File: config.mk
export PLATFORM = sky130hd
export DESIGN_NAME = axi4_burst_master
export DESIGN_NICKNAME = d
export VERILOG_FILES = /design/src/rtl/axi4_burst_master.sv
export SDC_FILE = /design/constraint.sdc
export NUM_CORES = 1
export LEC_CHECK = 0
export CORE_AREA = 2 2 193 195
export CTS_CLUSTER_DIAMETER = 120
export DETAILED_ROUTE_END_ITERATION = 6
export DIE_AREA = 0 0 195 197
export GPL_ROUTABILITY_DRIVEN = 0
export GPL_TIMING_DRIVEN = 0
export HOLD_SLACK_MARGIN = 0.08
export REMOVE_ABC_BUFFERS = 1
export SLEW_MARGIN = 20
export SYNTH_ARGS = -nofsm -noshare
export SYNTH_HDL_FRONTEND = slang
export SYNTH_SLANG_ARGS = --single-unit
File: constraint.sdc
create_clock -name clock -period 1.9 [get_ports clock]
set_input_delay 0.38 -clock clock [delete_from_list [all_inputs] [get_ports clock]]
set_output_delay 0.38 -clock clock [all_outputs]
set_load 0.05 [all_outputs]
File: src/rtl/axi4_burst_master.sv
// AXI4 INCR burst initiator: one read or write command at a time,
// with client-side data streams and a single completion response.
module axi4_burst_master #(
    parameter logic [4:0] AXI_ID   = 5'd0,
    parameter bit         CHECK_4K = 1'b1
) (
    input  logic        clock,
    input  logic        reset,
    input  logic        cmd_valid,
    output logic        cmd_ready,
    input  logic        cmd_bits_write,
    input  logic [31:0] cmd_bits_addr,
    input  logic [7:0]  cmd_bits_len,
    input  logic        wdata_valid,
    output logic        wdata_ready,
    input  logic [63:0] wdata_bits_data,
    input  logic [7:0]  wdata_bits_strb,
    output logic        rdata_valid,
    input  logic        rdata_ready,
    output logic [63:0] rdata_bits_data,
    output logic        rdata_bits_last,
    output logic        resp_valid,
    input  logic        resp_ready,
    output logic        resp_bits_write,
    output logic [1:0]  resp_bits_resp,
    output logic        axi_aw_valid,
    input  logic        axi_aw_ready,
    output logic [31:0] axi_aw_bits_addr,
    output logic [7:0]  axi_aw_bits_len,
    output logic [2:0]  axi_aw_bits_size,
    output logic [1:0]  axi_aw_bits_burst,
    output logic        axi_aw_bits_lock,
    output logic [3:0]  axi_aw_bits_cache,
    output logic [2:0]  axi_aw_bits_prot,
    output logic [3:0]  axi_aw_bits_qos,
    output logic [3:0]  axi_aw_bits_region,
    output logic [4:0]  axi_aw_bits_id,
    output logic        axi_aw_bits_user,
    output logic        axi_w_valid,
    input  logic        axi_w_ready,
    output logic [63:0] axi_w_bits_data,
    output logic [7:0]  axi_w_bits_strb,
    output logic        axi_w_bits_last,
    output logic [4:0]  axi_w_bits_id,
    output logic        axi_w_bits_user,
    input  logic        axi_b_valid,
    output logic        axi_b_ready,
    input  logic [4:0]  axi_b_bits_id,
    input  logic [1:0]  axi_b_bits_resp,
    input  logic        axi_b_bits_user,
    output logic        axi_ar_valid,
    input  logic        axi_ar_ready,
    output logic [31:0] axi_ar_bits_addr,
    output logic [7:0]  axi_ar_bits_len,
    output logic [2:0]  axi_ar_bits_size,
    output logic [1:0]  axi_ar_bits_burst,
    output logic        axi_ar_bits_lock,
    output logic [3:0]  axi_ar_bits_cache,
    output logic [2:0]  axi_ar_bits_prot,
    output logic [3:0]  axi_ar_bits_qos,
    output logic [3:0]  axi_ar_bits_region,
    output logic [4:0]  axi_ar_bits_id,
    output logic        axi_ar_bits_user,
    input  logic        axi_r_valid,
    output logic        axi_r_ready,
    input  logic [63:0] axi_r_bits_data,
    input  logic [4:0]  axi_r_bits_id,
    input  logic [1:0]  axi_r_bits_resp,
    input  logic        axi_r_bits_last,
    input  logic        axi_r_bits_user
);

    typedef enum logic [2:0] {
        IDLE, AR, RDATA, AW, WDATA, BRESP, RESP
    } state_e;

    state_e      state_q;
    logic [31:0] addr_q;
    logic [7:0]  len_q;
    logic        write_q;
    logic [7:0]  count_q;
    logic [1:0]  resp_q;

    logic       last_beat;
    logic [9:0] span_d;
    logic       cross_d;
    logic [1:0] r_resp_d;
    logic       unused;

    assign last_beat = (count_q == len_q);
    assign span_d    = {1'b0, cmd_bits_addr[11:3]} + {2'b0, cmd_bits_len};
    assign cross_d   = CHECK_4K && (span_d > 10'd511);

    // Protocol violations on R override whatever has accumulated so far
    always_comb begin
        r_resp_d = (axi_r_bits_resp > resp_q) ? axi_r_bits_resp : resp_q;
        if ((axi_r_bits_id != AXI_ID) || (axi_r_bits_last != last_beat))
            r_resp_d = 2'b10;
    end

    always_ff @(posedge clock) begin
        if (reset) begin
            state_q <= IDLE;
            addr_q  <= '0;
            len_q   <= '0;
            write_q <= 1'b0;
            count_q <= '0;
            resp_q  <= '0;
        end else begin
            unique case (state_q)
                IDLE: if (cmd_valid) begin
                    addr_q  <= {cmd_bits_addr[31:3], 3'b000};
                    len_q   <= cmd_bits_len;
                    write_q <= cmd_bits_write;
                    if (cross_d) begin
                        resp_q  <= 2'b10;
                        state_q <= RESP;
                    end else begin
                        state_q <= cmd_bits_write ? AW : AR;
                    end
                end
                AR: if (axi_ar_ready) state_q <= RDATA;
                AW: if (axi_aw_ready) state_q <= WDATA;
                RDATA: if (axi_r_valid && rdata_ready) begin
                    resp_q <= r_resp_d;
                    if (last_beat) begin
                        count_q <= '0;
                        state_q <= RESP;
                    end else begin
                        count_q <= count_q + 8'd1;
                    end
                end
                WDATA: if (wdata_valid && axi_w_ready) begin
                    if (last_beat) begin
                        count_q <= '0;
                        state_q <= BRESP;
                    end else begin
                        count_q <= count_q + 8'd1;
                    end
                end
                BRESP: if (axi_b_valid) begin
                    resp_q  <= (axi_b_bits_id != AXI_ID) ? 2'b10 : axi_b_bits_resp;
                    state_q <= RESP;
                end
                RESP: if (resp_ready) begin
                    resp_q  <= '0;
                    state_q <= IDLE;
                end
                default: state_q <= IDLE;
            endcase
        end
    end

    assign cmd_ready    = !reset && (state_q == IDLE);
    assign axi_ar_valid = !reset && (state_q == AR);
    assign axi_aw_valid = !reset && (state_q == AW);
    assign axi_b_ready  = !reset && (state_q == BRESP);
    assign resp_valid   = !reset && (state_q == RESP);

    assign axi_w_valid  = !reset && (state_q == WDATA) && wdata_valid;
    assign wdata_ready  = !reset && (state_q == WDATA) && axi_w_ready;
    assign rdata_valid  = !reset && (state_q == RDATA) && axi_r_valid;
    assign axi_r_ready  = !reset && (state_q == RDATA) && rdata_ready;

    assign axi_w_bits_data = wdata_bits_data;
    assign axi_w_bits_strb = wdata_bits_strb;
    assign axi_w_bits_last = last_beat;
    assign axi_w_bits_id   = AXI_ID;
    assign axi_w_bits_user = 1'b0;

    assign rdata_bits_data = axi_r_bits_data;
    assign rdata_bits_last = last_beat;
    assign resp_bits_write = write_q;
    assign resp_bits_resp  = resp_q;

    assign axi_aw_bits_addr   = addr_q;
    assign axi_aw_bits_len    = len_q;
    assign axi_aw_bits_size   = 3'd3;
    assign axi_aw_bits_burst  = 2'b01;
    assign axi_aw_bits_lock   = 1'b0;
    assign axi_aw_bits_cache  = 4'd0;
    assign axi_aw_bits_prot   = 3'd0;
    assign axi_aw_bits_qos    = 4'd0;
    assign axi_aw_bits_region = 4'd0;
    assign axi_aw_bits_id     = AXI_ID;
    assign axi_aw_bits_user   = 1'b0;

    assign axi_ar_bits_addr   = addr_q;
    assign axi_ar_bits_len    = len_q;
    assign axi_ar_bits_size   = 3'd3;
    assign axi_ar_bits_burst  = 2'b01;
    assign axi_ar_bits_lock   = 1'b0;
    assign axi_ar_bits_cache  = 4'd0;
    assign axi_ar_bits_prot   = 3'd0;
    assign axi_ar_bits_qos    = 4'd0;
    assign axi_ar_bits_region = 4'd0;
    assign axi_ar_bits_id     = AXI_ID;
    assign axi_ar_bits_user   = 1'b0;

    assign unused = ^{cmd_bits_addr[2:0], axi_b_bits_user, axi_r_bits_user};

endmodule

---- After elaboration in Yosys (flattened, before gate mapping) ----
Index checks and enable logic that the tools add are counted.
Widths: inputs -> output; s select.
word-level totals
  RAM bits ................................ 0
  logic and storage cells ................. 78
  memories ................................ 0
  input bits .............................. 205
  latch bits .............................. 0
  register bits ........................... 51
  memory bits (read-only) ................. 0
  output and inout port bits .............. 290
cells by class
  add/sub/neg operators ................... 2
  $lt $le $gt $ge ......................... 2
  div/mod/pow operators ................... 0
  equal/unequal tests ..................... 19
  bitwise operators ....................... 0
  $mul .................................... 0
  shifts and indexed selects .............. 0
  reductions and logical operators ........ 24
  mux-type cells .......................... 25
operators by type and width
  kind                 number
  $mux 3               10
  $mux 8               3
  $pmux 3 s7           1
  $ne 2x2->1 const B   10
  $mux 2               9
  $pmux 8 s2           1
  $logic_and 1x1->1    13
  $add 9x8->10         1
  $gt 10x9->1 const B  1
  $reduce_bool 5->1    2
  $eq 3x3->1 const B   3
  $reduce_and 9->1     1
  $add 8x1->8 const B  1
  $eq 8x8->1           1
  $pmux 2 s4           1
  $reduce_and 7->1     1
  $eq 3x2->1 const B   2
  $reduce_bool 4->1    1
  $eq 3x1->1 const B   1
  $logic_not 3->1      1
  $ne 3x3->1 const B   1
  $reduce_and 3->1     1
  $gt 2x2->1           1
  $reduce_and 2->1     1
  4 further kinds      4

---- Logic depth before layout (Yosys ltp) ----
Gate-level depths: netlist (run 1).
  depth after elaboration ................. 6
  mapped depth ............................ 7
  mapped depth without buffers ............ 7

---- Least setup slack after synthesis (run 1) ----
OpenSTA, ideal clock, no wires.
  path type ............................... flip-flop to output port
  from .................................... reg state_q[2]
  to ...................................... out cmd_ready
  arrival ................................. 2219 ps
  setup slack ............................. -699 ps
  cell stages (with the launch flop) ...... 4
  data required time ...................... 1520 ps
  path through ............................ dfxtp_1 > buf_2 > buf_2 > nor4_1
on the way
  word-level cells in the longest chain between the ends .. 2
RTL lines
  what                      RTL line  source
  start: declaration        77        state_e state_q;
  start signal: assignment  119       state_q <= cmd_bits_write ? AW : AR;
  $logic_not 3->1           154       assign cmd_ready = !reset && (state_q == IDLE);
  $logic_and 1x1->1         154
  end: declaration          10        output logic cmd_ready,
Every way passes these cells.

---- Final worst setup path (run 1) ----
  from .................................... reg count_q[2]
  to ...................................... out rdata_bits_last
on the way
  word-level cells in the longest chain between the ends .. 1
RTL lines
  what                      RTL line  source
  start: declaration        81        logic [7:0] count_q;
  start signal: assignment  130       count_q <= count_q + 8'd1;
  start signal: assignment  138       count_q <= count_q + 8'd1;
  $eq 8x8->1                90        assign last_beat = (count_q == len_q);
  end: declaration          21        output logic rdata_bits_last,
Every way passes these cells.

==> key figures, run 1 <==
Floorplanning
  • Die height: approximately 200 um
  • Die Wd: 195 um
  • Core footprint: between 0.03 and 0.04 mm^2
  • Ports: between 400 and 500
  • Site Rows: 70
  • Initial Utilization: ~12%
  • Die ar.: between 0.03 and 0.04 mm^2

Clock network
  • CTS Buffer Depth: 2
  • Root buf cell: clkbuf_16
  • Hold Buf Count CTS: 0
  • Number of H-tree levels: 2
  • CTS tree: done
  • Clock Latency Late Sink: 0.31 ns
  • Worst-path clk slew: 0.07 ns
  • CTS Buf Count: 5
  • CTS Sinks: 51

Detailed routing
  • Drt pass-1 iters: 5
  • Routed wl met3: approximately 13,000 um
  • Post-route ant nets: 0
  • DRC violations left: 0
  • DR iter-0 viols: ~150
  • Max Used Layer: met5
  • Met1 wire length: around 7600 um
  • Met2 routed WL: about 18,000 um
  • DR WL/cell: roughly 38 um
  • Drt total wl: ~39,000 um
  • Vias: around 3.6k
  • Vias per inst: between 3 and 4

Synthesis
  • Area contributors post-synth: buf_4 (41%), dfxtp_1 (23%), nand2_1 (7.9%)
  • Count leader, synth: buf_4
  • Synth cell types: a little under 50
  • Post-Syn Instances: approximately 570
  • Yosys top cell by area: buf_4
  • Register area share after synthesis: 23.2%
  • Async SR Flop Fraction: 0%
  • Avg Cell Area, Syn: around 7.7 um^2
  • Mapped Area: 0.00440 mm^2
  • Top FF cell, synth: dfxtp_1
  • #FFs+latches synth: 51
  • Top cells by count, synth: buf_4 (240), nand2_1 (93), dfxtp_1 (51), a21oi_1 (48), nor2_1 (17)
  • Yosys warns: 0
  • EDFF count, synth: 0
  • Share of the synthesized area in the top cell type: between 40% and 50%

Critical path
  • R2R Setup Slk: -0.06 ns
  • Crit Path Category: flip-flop to output pin
  • Highest net fanout along the worst path: 5
  • Arrival time at the worst endpoint: between 1.5 and 2 ns
  • WP data required: about 1.5 ns
  • Worst Setup Start Kind: flip-flop
  • Worst Setup End Kind: output pin

Timing
  • Endpoints failing setup: 4
  • F_max: a little under 500 MHz
  • Rel. slew slack: ~64%
  • Total negative setup slack: -0.392 ns
  • Crit share post-route: 108%
  • RSZ-0062 raised after global routing: true
  • Fin crit period: 2.06 ns
  • Slew Limit Fails: 0
  • Clock Skews: 0.00460 ns
  • Final Hold Fails: 0
  • Slack of the critical path: -0.157 ns
  • Worst Tran Pin Value: around 0.54 ns

Pwr
  • Largest vdd supply drop: 0.000549 V
  • Leakage Power: between 0.002 and 0.003 uW
  • PwrDens: around 1200 mW/mm^2
  • Design Power: roughly 6800 uW

Global routing
  • Vias in the first global route: 3,162
  • Total congestion overflow: 0
  • Total Routing Usage GR: a little under 20%
  • Largest net degree at the start of global routing: 34
  • Global-route wire length before repair: 45,300 um
  • Initial antenna violation count: 2

Final layout
  • Share of cells above drive strength 1: roughly 18%
  • Area growth, synth to finish: 27.2%
  • Fin nets: between 700 and 800
  • Fin area: roughly 0.0056 mm^2

Run
  • Maxcap violations: 0

Place
  • Placed Area: roughly 0.0049 mm^2
  • IO buf count: 151
  • HPWL after detailed placement: about 35,000 um

Run status
  • Status: complete, but fails checks
  • Failing checks: negative setup slack

Worst hold path
  • HP Class: primary input to flip-flop
[flip-flops by register name, indices dropped and copies added (netlist names)]
signal,cells
axi_ar_bits_len,8
resp_bits_resp,2
resp_bits_write,1
state_q,3
count_q,8
axi_ar_bits_addr,29
[layout by cell type (no fill, tap or decap), types with 5 or more instances in the layout]
cell	netlist	routed
buf_4	240	24
dfxtp_1	51	36
nor2_1	17	16
a21oi_1	48	44
clkdlybuf4s50_1	0	64
dlymetal6s2s_1	0	40
nand2_1	93	91
dlygate4sd2_1	0	35
clkbuf_16	0	5
conb_1	2	66
buf_2	10	5
xor2_1	12	9
dfxtp_4	0	8
nor3_1	7	6
dfxtp_2	0	7
inv_1	6	5
and3_1	8	7
ha_1	11	7
[per-stage QoR]
| stage | std cells | hold WS (ns) | utilization, % | setup WS (ns) |
|---|---|---|---|---|
| after floorplan | 376 | 0.449 | - | -1.22 |
| after global placement | 995 | 0.445 | 13.4 | -2.55 |
| after detailed placement | 998 | 0.451 | 13.5 | -1.18 |
| after CTS | 1019 | 0.372 | 14.7 | -0.187 |
| after global routing | 1029 | 0.396 | 15.4 | -0.233 |
| final | 1030 | 0.386 | 15.4 | -0.157 |
[kinds of logic after synthesis]
logic type	after synthesis	synth area share [%]
AOI/OAI and AO/OA	67	9.09
xor gates and xnor gates	13	2.76
adders and majority gates	11	3.12
buffers and inverters	267	43.7
DFF	51	23.2
muxes	5	1.16
other	2	0.171
and+or+nand+nor	156	16.8
[critical path, cell delays in order (launching register included)]
cell	delay, ns
dfxtp_4	0.35
xor2_1	0.18
nor4_4	0.27
buf_4	0.19
and2_4	0.22
buf_8	0.16
[repair_timing]
action	CTS	global route
pin swaps	16	12
gates resized for setup	148	66
setup endpoints to repair	74	59
buffers inserted	14	10
[layer usage]
metal | vias up | GRT usage [%]
met2 | 508 | 31.5
met5 | - | 1.79
met1 | 1584 | 10.7
met4 | 4 | 3.25
li1 | 1520 | -
met3 | 20 | 30.6
[final timing paths]
check | startpoint | to | cells after the start
max | count_q[2] | rdata_bits_last | 5
max reg2reg | count_q[2] | resp_bits_resp[0] | 8
min reg2reg | axi_ar_bits_addr[4] | axi_ar_bits_addr[4] | 2
min | reset | axi_ar_bits_addr[15] | 2
[layout make-up]
type,instances,area [um^2]
fill,4136,30700
multi-input combinational,318,1940
timing repair buffer,178,1820
sequential,51,1060
tap,468,586
clock buffer,5,125
clock inverter,2,37.5
inverter,7,31.3
antenna,1,2.50
[report_power, final]
group | switching, uW | leakage [uW] | total (uW) | internal, uW
Combinational | 2830 | 0.00238 | 4220 | 1400
Sequential | 245 | 0.000426 | 1530 | 1290
Clock | 474 | 0.0000759 | 1090 | 617
Note: power is estimated with default switching activity, not from simulation.
==> inputs of run 2 (changes only) <==
--- a/config.mk
+++ b/config.mk
@@ -5,10 +5,11 @@
 export SDC_FILE = /design/constraint.sdc
 export NUM_CORES = 1
 export LEC_CHECK = 0
-export CORE_AREA = 2 2 193 195
+export CORE_AREA = 2 2 190 192
+export CTS_BUF_LIST = sky130_fd_sc_hd__clkbuf_2
 export CTS_CLUSTER_DIAMETER = 120
 export DETAILED_ROUTE_END_ITERATION = 6
-export DIE_AREA = 0 0 195 197
+export DIE_AREA = 0 0 192 194
 export GPL_ROUTABILITY_DRIVEN = 0
 export GPL_TIMING_DRIVEN = 0
 export HOLD_SLACK_MARGIN = 0.08
==> run 2 against run 1 <==
The flow still finishes with violations (negative setup slack). Design area rose by 2.4%. Non-clock buffer count rose by 18. Routed wire length rose by 1.6%. Clock skew rose by 0.044 ns. Core utilization rose by 0.84 points. Critical path depth fell by 1. First-iteration DRC count rose by 6.5%. Total power rose by 0.65%. Fmax fell by 11%. Setup slack got worse by 0.26 ns. Global-route usage rose by 1.1 points. Combinational power rose by 11%. Largest cell class is now buffers. Largest power group unchanged.
==> key figures, run 2 (synthesis gave the netlist of run 1 again) <==
Floorplanning
  • Ports: just under 500
  • Die Wd: about 190 um
  • Site Rows: 69
  • Die height: between 150 and 200 um
  • Initial Utilization: 12.5%
  • Core footprint: between 0.03 and 0.04 mm^2
  • Die ar.: between 0.03 and 0.04 mm^2

Timing
  • F_max: ~430 MHz
  • Total negative setup slack: -1.76 ns
  • Crit share post-route: 122%
  • Slack of the critical path: -0.413 ns
  • Final Hold Fails: 0
  • Slew Limit Fails: 0
  • Fin crit period: 2.31 ns
  • RSZ-0062 raised after global routing: true
  • Final Hold Slack: ~0.16 ns
  • Endpoints failing setup: 15
  • Clock Skews: around 0.048 ns

Clock network
  • Root buf cell: clkbuf_2
  • Number of H-tree levels: 2
  • CTS Sinks: 51
  • CTS Buf Count: 5
  • CTS Buffer Depth: 2
  • Clock Latency Late Sink: 0.56 ns
  • CTS tree: done
  • Worst-path clk slew: around 0.31 ns

Detailed routing
  • Post-route ant nets: 0
  • DRC violations left: 0
  • Drt pass-1 iters: 4
  • Vias: 3,702
  • Drt total wl: ~40,000 um
  • Vias per inst: around 3.6
  • DR WL/cell: 38.0 um
  • DR iter-0 viols: between 150 and 200

Final layout
  • Area growth, synth to finish: 30.2%
  • Post-layout util: between 15 and 20%
  • Share of cells above drive strength 1: about a third
  • Most common cell after layout, fill and taps aside: nand2_1
  • Most frequent cells in the layout: nand2_1 (91), conb_1 (66), clkdlybuf4s50_1 (62), clkdlybuf4s15_2 (61), a21oi_1 (46)
  • Max reg flops: 29
  • Fin area: 0.00574 mm^2
  • Fin nets: between 700 and 800

Critical path
  • WP data required: approximately 1.5 ns
  • Highest net fanout along the worst path: 5
  • CP max stage cell: dfxtp_4
  • Worst Setup End Kind: output pin
  • Worst Setup Start Kind: flip-flop
  • Crit-path max cell delay: around 0.44 ns
  • CP top delay family: simple AND/OR/NAND/NOR gates
  • Crit-path cells: xor2_2 > nor4_4 > and2_4 > buf_8
  • Buf+Inv Stages, Crit Path: 1
  • Arrival time at the worst endpoint: between 1.5 and 2 ns
  • Crit Path Category: flip-flop to output pin

Global routing
  • Global-route wire length before repair: between 40,000 and 50,000 um
  • Initial antenna violation count: 1
  • Total Routing Usage GR: about a fifth
  • Vias in the first global route: around 3.4k
  • Largest net degree at the start of global routing: 33
  • Total congestion overflow: 0

Pwr
  • PwrDens: approximately 1200 mW/mm^2
  • Largest vdd supply drop: ~0.00085 V
  • Leakage Power: around 0.0022 uW

Worst hold path
  • HP Class: primary input to flip-flop

Run status
  • Status: complete, but fails checks
  • Failing checks: negative setup slack

Place
  • Placed Area: 0.00491 mm^2
  • IO buf count: roughly 150
  • HPWL after detailed placement: around 36,000 um
  • Worst slack, placed: -1.15 ns

Run
  • Maxcap violations: 0
[run 2: worst register-to-register path, stage by stage, from the launching register on]
cell and delay [ns]:
dfxtp_4 0.44, xor2_2 0.19, nor4_4 0.34, and2_4 0.28, buf_4 0.17, xor2_4 0.08
o31ai_4 0.29, mux2i_1 0.22
[run 2: metrics by stage]
stage,std cells,total power (uW)
after floorplan,376,3960
after global placement,988,5240
after detailed placement,991,5380
after CTS,1033,6800
after global routing,1042,7260
final,1042,6890
[run 2: metal layers]
metal	track usage, %	wire [um]	up-vias
met1	11.5	7490	1606
met2	33.7	18600	503
met4	3.53	414	6
li1	-	-	1561
met5	7.96	412	-
met3	30.4	12700	26
[run 2: path summary, 6_finish.rpt]
kind                        start                   end  slack, ns  cells past startpoint
setup / recovery       count_q[0]       axi_w_bits_last      -0.41                      4
hold reg to reg   resp_bits_write       resp_bits_write       0.48                      2
hold / removal              reset  axi_ar_bits_addr[24]       0.16                      2
setup reg to reg       count_q[0]     resp_bits_resp[1]      -0.08                      7
[run 2: area by class of cell]
class                           instances  area (um^2)
Antenna cell                            1         2.50
Clock inverter                          3         43.8
Sequential cell                        51         1070
Inverter                                7         33.8
Clock buffer                            5         25.0
Tap cell                              461          577
Timing Repair Buffer                  196         2010
Multi-Input combinational cell        318         1970
Fill cell                            4012        29500
[run 2: report_power, final]
group          internal (uW)  switching [uW]  total (uW)
registers               1290             236        1530
logic                   1690            3000        4690
clock network            223             453         676
total                   3200            3690        6890
[run 2: what timing repair did]
item                       4_1_cts  5_1_grt
hold buffers                     0        3
setup endpoints to repair      127       62
resized for setup              393       45
hold endpoints to repair         0        1
setup buffers                   34        7
pin swaps                       17       22
==> inputs of run 3 (changes only) <==
--- a/config.mk
+++ b/config.mk
@@ -8,6 +8,7 @@
 export CORE_AREA = 2 2 190 192
 export CTS_BUF_LIST = sky130_fd_sc_hd__clkbuf_2
 export CTS_CLUSTER_DIAMETER = 120
+export CTS_CLUSTER_SIZE = 40
 export DETAILED_ROUTE_END_ITERATION = 6
 export DIE_AREA = 0 0 192 194
 export GPL_ROUTABILITY_DRIVEN = 0
==> results of run 3 <==
Same layout as run 2: the final DEF is identical, and so are final timing and power.
